--- config.mk ---
export PLATFORM = sky130hd
export DESIGN_NAME = uart_rx_cfg
export DESIGN_NICKNAME = d
export VERILOG_FILES = /design/src/rtl/uart_rx_cfg.sv
export SDC_FILE = /design/constraint.sdc
export NUM_CORES = 1
export LEC_CHECK = 0
export ABC_AREA = 1
export BUFFER_PORTS_ARGS = -buffer_cell sky130_fd_sc_hd__buf_2
export CORE_AREA = 3 3 60 68
export CTS_CLUSTER_DIAMETER = 50
export DETAILED_ROUTE_END_ITERATION = 12
export DIE_AREA = 0 0 63 71
export PLACE_DENSITY = 0.77
export RECOVER_POWER = 50
export SLEW_MARGIN = 20
export SYNTH_ARGS = -nofsm -noshare
export SYNTH_HDL_FRONTEND = slang
export SYNTH_SLANG_ARGS = --single-unit
--- constraint.sdc ---
create_clock -name Clock -period 2.65 [get_ports Clock]
set_input_delay 0.3975 -clock Clock [delete_from_list [all_inputs] [get_ports Clock]]
set_output_delay 0.3975 -clock Clock [all_outputs]
set_load 0.05 [all_outputs]
--- src/rtl/uart_rx_cfg.sv ---
// Configurable UART receiver: DATA_BITS words, none/odd/even parity, 1-2 stop bits, valid/ready output.
// Define UART_RX_MAJORITY_EN to take a 2-of-3 vote around every sample point (one extra cycle of latency).
module uart_rx_cfg #(
  parameter int CLKS_PER_BIT = 868,
  parameter int DATA_BITS    = 8,
  parameter int PARITY_MODE  = 0,
  parameter int STOP_BITS    = 1
) (
  input  logic                 Clock,
  input  logic                 Reset_n,
  input  logic                 RX_Serial,
  output logic [DATA_BITS-1:0] RX_Data,
  output logic                 RX_Valid,
  input  logic                 RX_Ready,
  output logic                 RX_Parity_Err,
  output logic                 RX_Frame_Err,
  output logic                 RX_Overrun,
  output logic                 RX_Busy
);

  if (CLKS_PER_BIT < 8 || DATA_BITS < 5 || DATA_BITS > 9 || PARITY_MODE < 0 ||
      PARITY_MODE > 2 || (STOP_BITS != 1 && STOP_BITS != 2)) begin : g_param_err
    $error("uart_rx_cfg: parameter out of legal range");
  end

  typedef enum logic [2:0] {IDLE, START, DATA, PARITY, STOP, WAIT_IDLE} state_t;

  localparam int CW   = $clog2(CLKS_PER_BIT);
  localparam int HALF = (CLKS_PER_BIT - 1) / 2;

  state_t                 state, state_nxt;
  logic                   rx_m, rx_s, samp_bit, tick, commit;
  logic [CW-1:0]          cnt;
  logic [3:0]             bit_cnt;
  logic [DATA_BITS-1:0]   shreg;
  logic                   par_err_q, fe_q, fe_now;

  always_ff @(posedge Clock or negedge Reset_n) begin
    if (!Reset_n) begin
      rx_m <= 1'b1;
      rx_s <= 1'b1;
    end else begin
      rx_m <= RX_Serial;
      rx_s <= rx_m;
    end
  end

`ifdef UART_RX_MAJORITY_EN
  // The vote needs the sample after the nominal point, so every decision lands one cycle later.
  localparam int VOTE_DLY = 1;
  logic rx_d1, rx_d2;
  always_ff @(posedge Clock or negedge Reset_n) begin
    if (!Reset_n) begin
      rx_d1 <= 1'b1;
      rx_d2 <= 1'b1;
    end else begin
      rx_d1 <= rx_s;
      rx_d2 <= rx_d1;
    end
  end
  assign samp_bit = (rx_d2 & rx_d1) | (rx_d2 & rx_s) | (rx_d1 & rx_s);
`else
  localparam int VOTE_DLY = 0;
  assign samp_bit = rx_s;
`endif

  localparam logic [CW-1:0] START_LAST = CW'(HALF - 1 + VOTE_DLY);
  localparam logic [CW-1:0] BIT_LAST   = CW'(CLKS_PER_BIT - 1);

  assign tick    = (state == START) ? (cnt == START_LAST) : (cnt == BIT_LAST);
  assign fe_now  = fe_q | ~samp_bit;
  assign RX_Busy = (state != IDLE);

  always_ff @(posedge Clock or negedge Reset_n) begin
    if (!Reset_n) state <= IDLE;
    else          state <= state_nxt;
  end

  always_comb begin
    state_nxt = state;
    commit    = 1'b0;
    case (state)
      IDLE:      if (!rx_s) state_nxt = START;
      START:     if (tick) state_nxt = samp_bit ? IDLE : DATA;
      DATA:      if (tick && bit_cnt == 4'(DATA_BITS - 1))
                   state_nxt = (PARITY_MODE != 0) ? PARITY : STOP;
      PARITY:    if (tick) state_nxt = STOP;
      STOP:      if (tick && bit_cnt == 4'(STOP_BITS - 1)) begin
                   commit    = 1'b1;
                   state_nxt = samp_bit ? IDLE : WAIT_IDLE;
                 end
      WAIT_IDLE: if (rx_s) state_nxt = IDLE;
      default:   state_nxt = IDLE;
    endcase
  end

  // Bit timing and frame accumulation; bit_cnt counts data bits, then is reused for stop bits.
  always_ff @(posedge Clock or negedge Reset_n) begin
    if (!Reset_n) begin
      cnt       <= '0;
      bit_cnt   <= '0;
      shreg     <= '0;
      par_err_q <= 1'b0;
      fe_q      <= 1'b0;
    end else if (state == IDLE) begin
      cnt       <= '0;
      bit_cnt   <= '0;
      par_err_q <= 1'b0;
      fe_q      <= 1'b0;
    end else begin
      cnt <= tick ? '0 : cnt + CW'(1);
      if (tick && (state == DATA || state == STOP))
        bit_cnt <= (state_nxt != state) ? 4'd0 : bit_cnt + 4'd1;
      if (tick && state == DATA)
        shreg <= {samp_bit, shreg[DATA_BITS-1:1]};
      if (tick && state == PARITY)
        par_err_q <= (((^shreg) ^ samp_bit) != (PARITY_MODE == 1));
      if (tick && state == STOP && !samp_bit)
        fe_q <= 1'b1;
    end
  end

  always_ff @(posedge Clock or negedge Reset_n) begin
    if (!Reset_n) begin
      RX_Data       <= '0;
      RX_Valid      <= 1'b0;
      RX_Parity_Err <= 1'b0;
      RX_Frame_Err  <= 1'b0;
      RX_Overrun    <= 1'b0;
    end else begin
      RX_Overrun <= commit && RX_Valid && !RX_Ready;
      if (commit && (!RX_Valid || RX_Ready)) begin
        RX_Data       <= shreg;
        RX_Parity_Err <= par_err_q;
        RX_Frame_Err  <= fe_now;
        RX_Valid      <= 1'b1;
      end else if (RX_Valid && RX_Ready) begin
        RX_Valid <= 1'b0;
      end
    end
  end

endmodule
# Word level (Yosys, flattened, before mapping)
# Cells that the tools add are included.
[totals]
input_bits = 4
reg_bits = 41
output_inout_bits = 13
[op_classes]
n_eq_ne = 9
addsub = 2
n_reduce_logical = 25
n_bitwise = 4
muxes = 23
[op_table]
columns = ["operator", "count"]
rows = [
  ["$mux W3", 7],
  ["$mux W10", 2],
  ["$pmux W3 S6", 1],
  ["$mux W4", 3],
  ["$logic_and A1 B1 Y1", 11],
  ["$add A10 B1 Y10 const B", 1],
  ["$eq A10 B10 Y1 const B", 1],
  ["$eq A10 B9 Y1 const B", 1],
  ["$mux W1", 9],
  ["$reduce_bool A2 Y1", 4],
  ["$reduce_xor A8 Y1", 1],
  ["$eq A3 B2 Y1 const B", 2],
  ["$eq A3 B3 Y1 const B", 2],
  ["$add A4 B1 Y4 const B", 1],
  ["$eq A4 B3 Y1 const B", 1],
  ["$logic_not A4 Y1", 1],
  ["$eq A3 B1 Y1 const B", 1],
  ["$logic_not A1 Y1", 3],
  ["$logic_not A3 Y1", 1],
  ["$ne A3 B3 Y1", 1],
  ["$reduce_bool A3 Y1", 1],
  ["$logic_or A1 B1 Y1", 2],
  ["$mux W2", 1],
  ["$not A1 Y1", 2],
  ["other kinds (3)", 3],
]

# Logic depth before layout (Yosys ltp)
[depth]
depth_word = 9
ltp_mapped = 14
depth_no_buf = 14

# Worst setup path after synthesis
# OpenSTA, ideal clock, no wires.
[synth_timing]
kind = "register to register"
startpoint = "register state[0]"
endpoint = "register bit_cnt[0]"
setup_ns = 0.116
arrival_time_ns = 1.662
stages_incl_launch_ff = 11
required_ns = 2.534
slack_ns = 0.871
path_buffers = 0
cell_sequence = "dfrtp_1 nor2_1 nand2_1 o21ai_0 a21oi_2 nand2_1 nand2_1 nand2_1 nor2_4 nand2_1 nand2_1"
[synth_between]
elab_chain_cells = 9
word_cells_on_any_way = 23
cone_classes = "eq/ne (6); mux (11); reduce/logical (6)"
[synth_lines]
columns = ["element", "line_no", "text"]
rows = [
  ["start, declared", "31", "state_t state, state_nxt;"],
  ["start signal, assigned", "76", "else state <= state_nxt;"],
  ["$eq A3 B1 Y1", "70, 82", ""],
  ["$mux W1", "70", "assign tick = (state == START) ? (cnt == START_LAST) : (cnt == BIT_LAST);"],
  ["$logic_and A1 B1 Y1, on equally long branches", "88, 85", ""],
  ["$mux W3, on equally long branches", "88, 85", ""],
  ["$pmux W3 S6 *", "82", "case (state)"],
  ["net state_nxt[0]", "31", ""],
  ["$ne A3 B3 Y1 *", "113", "bit_cnt <= (state_nxt != state) ? 4'd0 : bit_cnt + 4'd1;"],
  ["$mux W4 *", "113", ""],
  ["$mux W4 *", "112", "if (tick && (state == DATA || state == STOP))"],
  ["$mux W4 *", "105", "end else if (state == IDLE) begin"],
  ["end signal, assigned", "113", ""],
  ["end, declared", "34", "logic [3:0] bit_cnt;"],
]
# The timed path passes the listed nets; every way through them passes the cells marked *. The select of a mux whose other input is x is not followed.
# A chain may end at the register's enable or synchronous reset.

# Worst setup path in the final report
[layout_timing]
startpoint = "register bit_cnt[0]"
endpoint = "register bit_cnt[2]"
[layout_between]
elab_chain_cells = 8
word_cells_on_any_way = 12
cone_classes = "add/sub (1); eq/ne (2); mux (6); reduce/logical (3)"
[layout_lines]
columns = ["element", "line_no"]
rows = [
  ["$eq A4 B3 Y1 or $logic_not A4 Y1 (tied branches)", "85, 88"],
  ["$logic_and A1 B1 Y1, on equally long branches", "85, 88"],
  ["$mux W3, on equally long branches", "85, 88"],
  ["$pmux W3 S6 *", "82"],
  ["net state_nxt[0]", "31"],
  ["$ne A3 B3 Y1 *", "113"],
  ["$mux W4 *", "113"],
  ["$mux W4 *", "112"],
  ["$mux W4 *", "105"],
]
# Marks and branches as above.

==> metrics.md <==
| Metric | Value |
|---|---|
| Outcome | `finished, violations left` |
| Failing checks | `max-capacitance violations, max-slew violations` |
| Vias in the first global route | `1436` |
| CTS tree | `yes` |
| Seq/Total Area, Yosys | `50.43%` |
| Hold path endpoint | `rx_m` |
| Largest net degree at the start of global routing | `42` |
| Ys flop type | `dfrtp_1` |
| Number of clock sinks | `41` |
| Post-DP HPWL | `2.522 mm` |
| Post-synth EDFFs | `0` |
| Final worst path period share | `71.99%` |
| Most frequent CP cell | `nand2_1` |
| Hold Startpoint | `RX_Serial` |
| Share of cells above drive strength 1 | `14.66%` |
| Slowest CP cell | `dfrtp_1` |
| Sequential Power Share | `54.8%` |
| Drt drc | `0` |
| Final setup fails | `0` |
| Post-synth top area share | `47.85%` |
| Worst-path clk slew | `80 ps` |
| Synth Warn # | `0` |
| Core Box Area | `3540 um^2` |
| Critical path, cell by cell | `inv_1, ha_1, nor3b_1, nand4_1, nand2_1, nand3_1, nand2_1, nand2_1, nand2_1, nor2_4, nand2_1, nand2_1` |
| Row count | `23` |
| Power Density | `509.9 nW/um^2` |
| Synth async-reset ratio | `100.0%` |
| CTS Root Cell | `clkbuf_8` |
| Synth area leaders | `dfrtp_1 (48%), nand2_1 (13%), nor2_1 (5.3%)` |
| Total Power Consumption | `0.001159 W` |
| Max-Slew Margin vs Limit | `-38.04%` |
| Met2 Usage GRT | `28.72%` |
| Finished Layout Cells | `316` |
| Max incr delay on CP | `430 ps` |
| H-tree Lvls | `2` |
| Worst-case clock buffer depth | `2` |
| Starting density of the core | `57.62%` |
| Internal Power | `0.0009118 W` |
| WL/cell | `11.08 um` |
| CTS Buf Count | `5` |
| Max Fclk | `524.1 MHz` |
| RePlAce Congestion | `0.8330` |
| Final TNS setup | `0 ps` |
| Worst Tran Pin Value | `2071 ps` |
| Post-synthesis cell count | `244` |
| Unique cell type count in the Yosys netlist | `26` |
| # resized after CTS | `0` |
| GR Overflow Total | `0` |
| Max-slew violation count | `42` |
| CP arrival | `2100 ps` |
| Vias per cell | `4.886` |
| Max cap viols | `1` |
| Worst hold stages | `1` |
| Diode count | `0` |
| Commonest non-fill, non-tap cell in the layout | `nand2_1` |
| Crit-path max FO | `5` |
| Final WL | `3.502 mm` |
| WP data required | `2850 ps` |
| Die Y | `71 um` |
| Routed vias | `1544` |
| Number of port buffers | `16` |
| Die area | `4473 um^2` |
| Worst R2R Path Depth | `12` |
| RR Endpoint | `bit_cnt[2]` |
| Antenna violations before repair | `0` |
| Switch share | `21.34%` |
| Met1 usage | `20.85%` |
| Final Hold Fails | `0` |
| GR peak layer | `met2` |
| Hold crit path type | `in2reg` |
| Fillers | `307` |
| Most frequent cells in the layout | `nand2_1 (70), dfrtp_1 (39), nor2_1 (29), inv_1 (26)` |
| Peak VDD IR | `0.5402 mV` |
| Startpoint class of the critical path | `flop` |
| GRT met3 Usage | `5.079%` |
| Nets@finish | `273` |
| Reg2Reg Setup Slack | `740 ps` |
| Die width | `63 um` |
| Clock power share | `42.1%` |
| # IOs | `17` |
| Gate power share | `3.1%` |
| Initial drt markers | `56` |
| Syn Nets | `251` |
| Hold-fix buffers, CTS | `0` |
| Tot GR Track Use | `17.60%` |
| # placed instances | `309` |
| Pre-CTS setup slack | `767.8 ps` |
| Crit path time final | `1908 ps` |
| RSZ-0062 raised after global routing | `false` |
| Antenna-violating nets left | `0` |
| Leading area contributor after synthesis | `dfrtp_1` |
| Net switching power figure | `0.0002473 W` |
| Flops & latches, synth | `41` |
| Crit end category | `flop` |
| Reg-to-reg critical path startpoint | `bit_cnt[0]` |
| Wire length of the first global-routing pass | `6.141 mm` |
| Mapped Area | `2039 um^2` |
| Final WS setup | `742.1 ps` |
| Leakage power total | `1.130 nW` |
| Min Hold Slack | `190.8 ps` |
| Clk_lat worst skew | `300 ps` |
| Pre-antenna DRT Iters | `4` |
| WS Path Type | `reg2reg` |
| Clock skew | `9.539 ps` |
| Synth-to-Final Area Change | `11.47%` |
| Number of setup buffers added after CTS | `0` |
| Mean post-synth cell area | `8.358 um^2` |
-- metrics by stage --
| stage | cell area (um^2) | utilization, % |
|---|---|---|
| after floorplan | 2039 | - |
| after global placement | 2175 | 61.44 |
| after detailed placement | 2175 | 61.44 |
| after CTS | 2278 | 64.37 |
| after global routing | 2273 | 64.23 |
| final | 2273 | 64.23 |
-- final cells by class --
type                            instances  area [um^2]  share of cell area (%)
Inverter                               31        116.4                   5.118
Tap cell                               50        62.56                   2.752
Timing Repair Buffer                   17        82.58                   3.632
Clock buffer                            5        68.82                   3.027
Clock inverter                          2        35.03                   1.541
Sequential cell                        41         1028                   45.24
Multi-Input combinational cell        170        879.6                   38.69
-- cell usage after synthesis, types with 2 or more instances --
library cell / number
a21oi_1: 2
dfrtp_1: 39
dfstp_2: 2
ha_1: 3
inv_1: 26
inv_2: 4
nand2_1: 70
nand2_2: 5
nand3_1: 10
nand3_2: 2
nand4_1: 6
nor2_1: 29
nor2_4: 3
nor3b_1: 2
o21ai_0: 12
o21ai_1: 5
xnor2_1: 7
xor2_1: 9
-- worst max-delay path, delay by kind of cell, from the launching register on --
family | cells | cell delay [ps]
buffers and inverters | 1 | 80
adder cells (fa/ha/maj) | 1 | 150
flip-flops | 1 | 430
AND/OR/NAND/NOR | 10 | 1160
-- sequential cells by signal, summed over array words and instances (netlist names) --
| name | count |
|---|---|
| cnt | 10 |
| RX_Data | 8 |
| shreg | 8 |
| bit_cnt | 4 |
| state | 3 |
| RX_Frame_Err | 1 |
| RX_Overrun | 1 |
| RX_Parity_Err | 1 |
| RX_Valid | 1 |
| fe_q | 1 |
| par_err_q | 1 |
| rx_m | 1 |
| rx_s | 1 |
-- metal layers --
metal | vias up | wire (um)
met2 | 25 | 1599
met1 | 710 | 1670
met5 | - | 0
met3 | 7 | 142
li1 | 802 | -
met4 | 0 | 89
-- logic make-up after synthesis --
group                    after synthesis  synth area share (%)
AND/OR/NAND/NOR                      129                 28.59
flip-flops                            41                 50.43
buffers and inverters                 33                 6.441
AO/OA/AOI/OAI                         22                 5.829
XOR/XNOR                              16                 6.871
adder cells (fa/ha/maj)                3                 1.841
-- worst max-delay path by stage --
| stage | startpoint | endpoint | cells past startpoint |
|---|---|---|---|
| 4_1_cts | bit_cnt[0] | bit_cnt[2] | 12 |
| 3_5_place_dp | cnt[0] | bit_cnt[2] | 14 |
| 3_3_place_gp | cnt[0] | bit_cnt[2] | 13 |
| 2_1_floorplan | state[0] | bit_cnt[0] | 10 |
| 6_report | bit_cnt[0] | bit_cnt[2] | 12 |
| 5_1_grt | Reset_n | cnt[6] | 1 |
-- power groups by stage --
stage               clock, W  combinational [W]  sequential (W)
finish              0.000488          0.0000358        0.000635
global route        0.000530          0.0000397        0.000636
CTS                 0.000497          0.0000374        0.000635
detailed placement         0          0.0000374        0.000647
global placement           0          0.0000372        0.000647
floorplan                  0         0.00000413        0.000661
(Power assumes the default switching activity.)
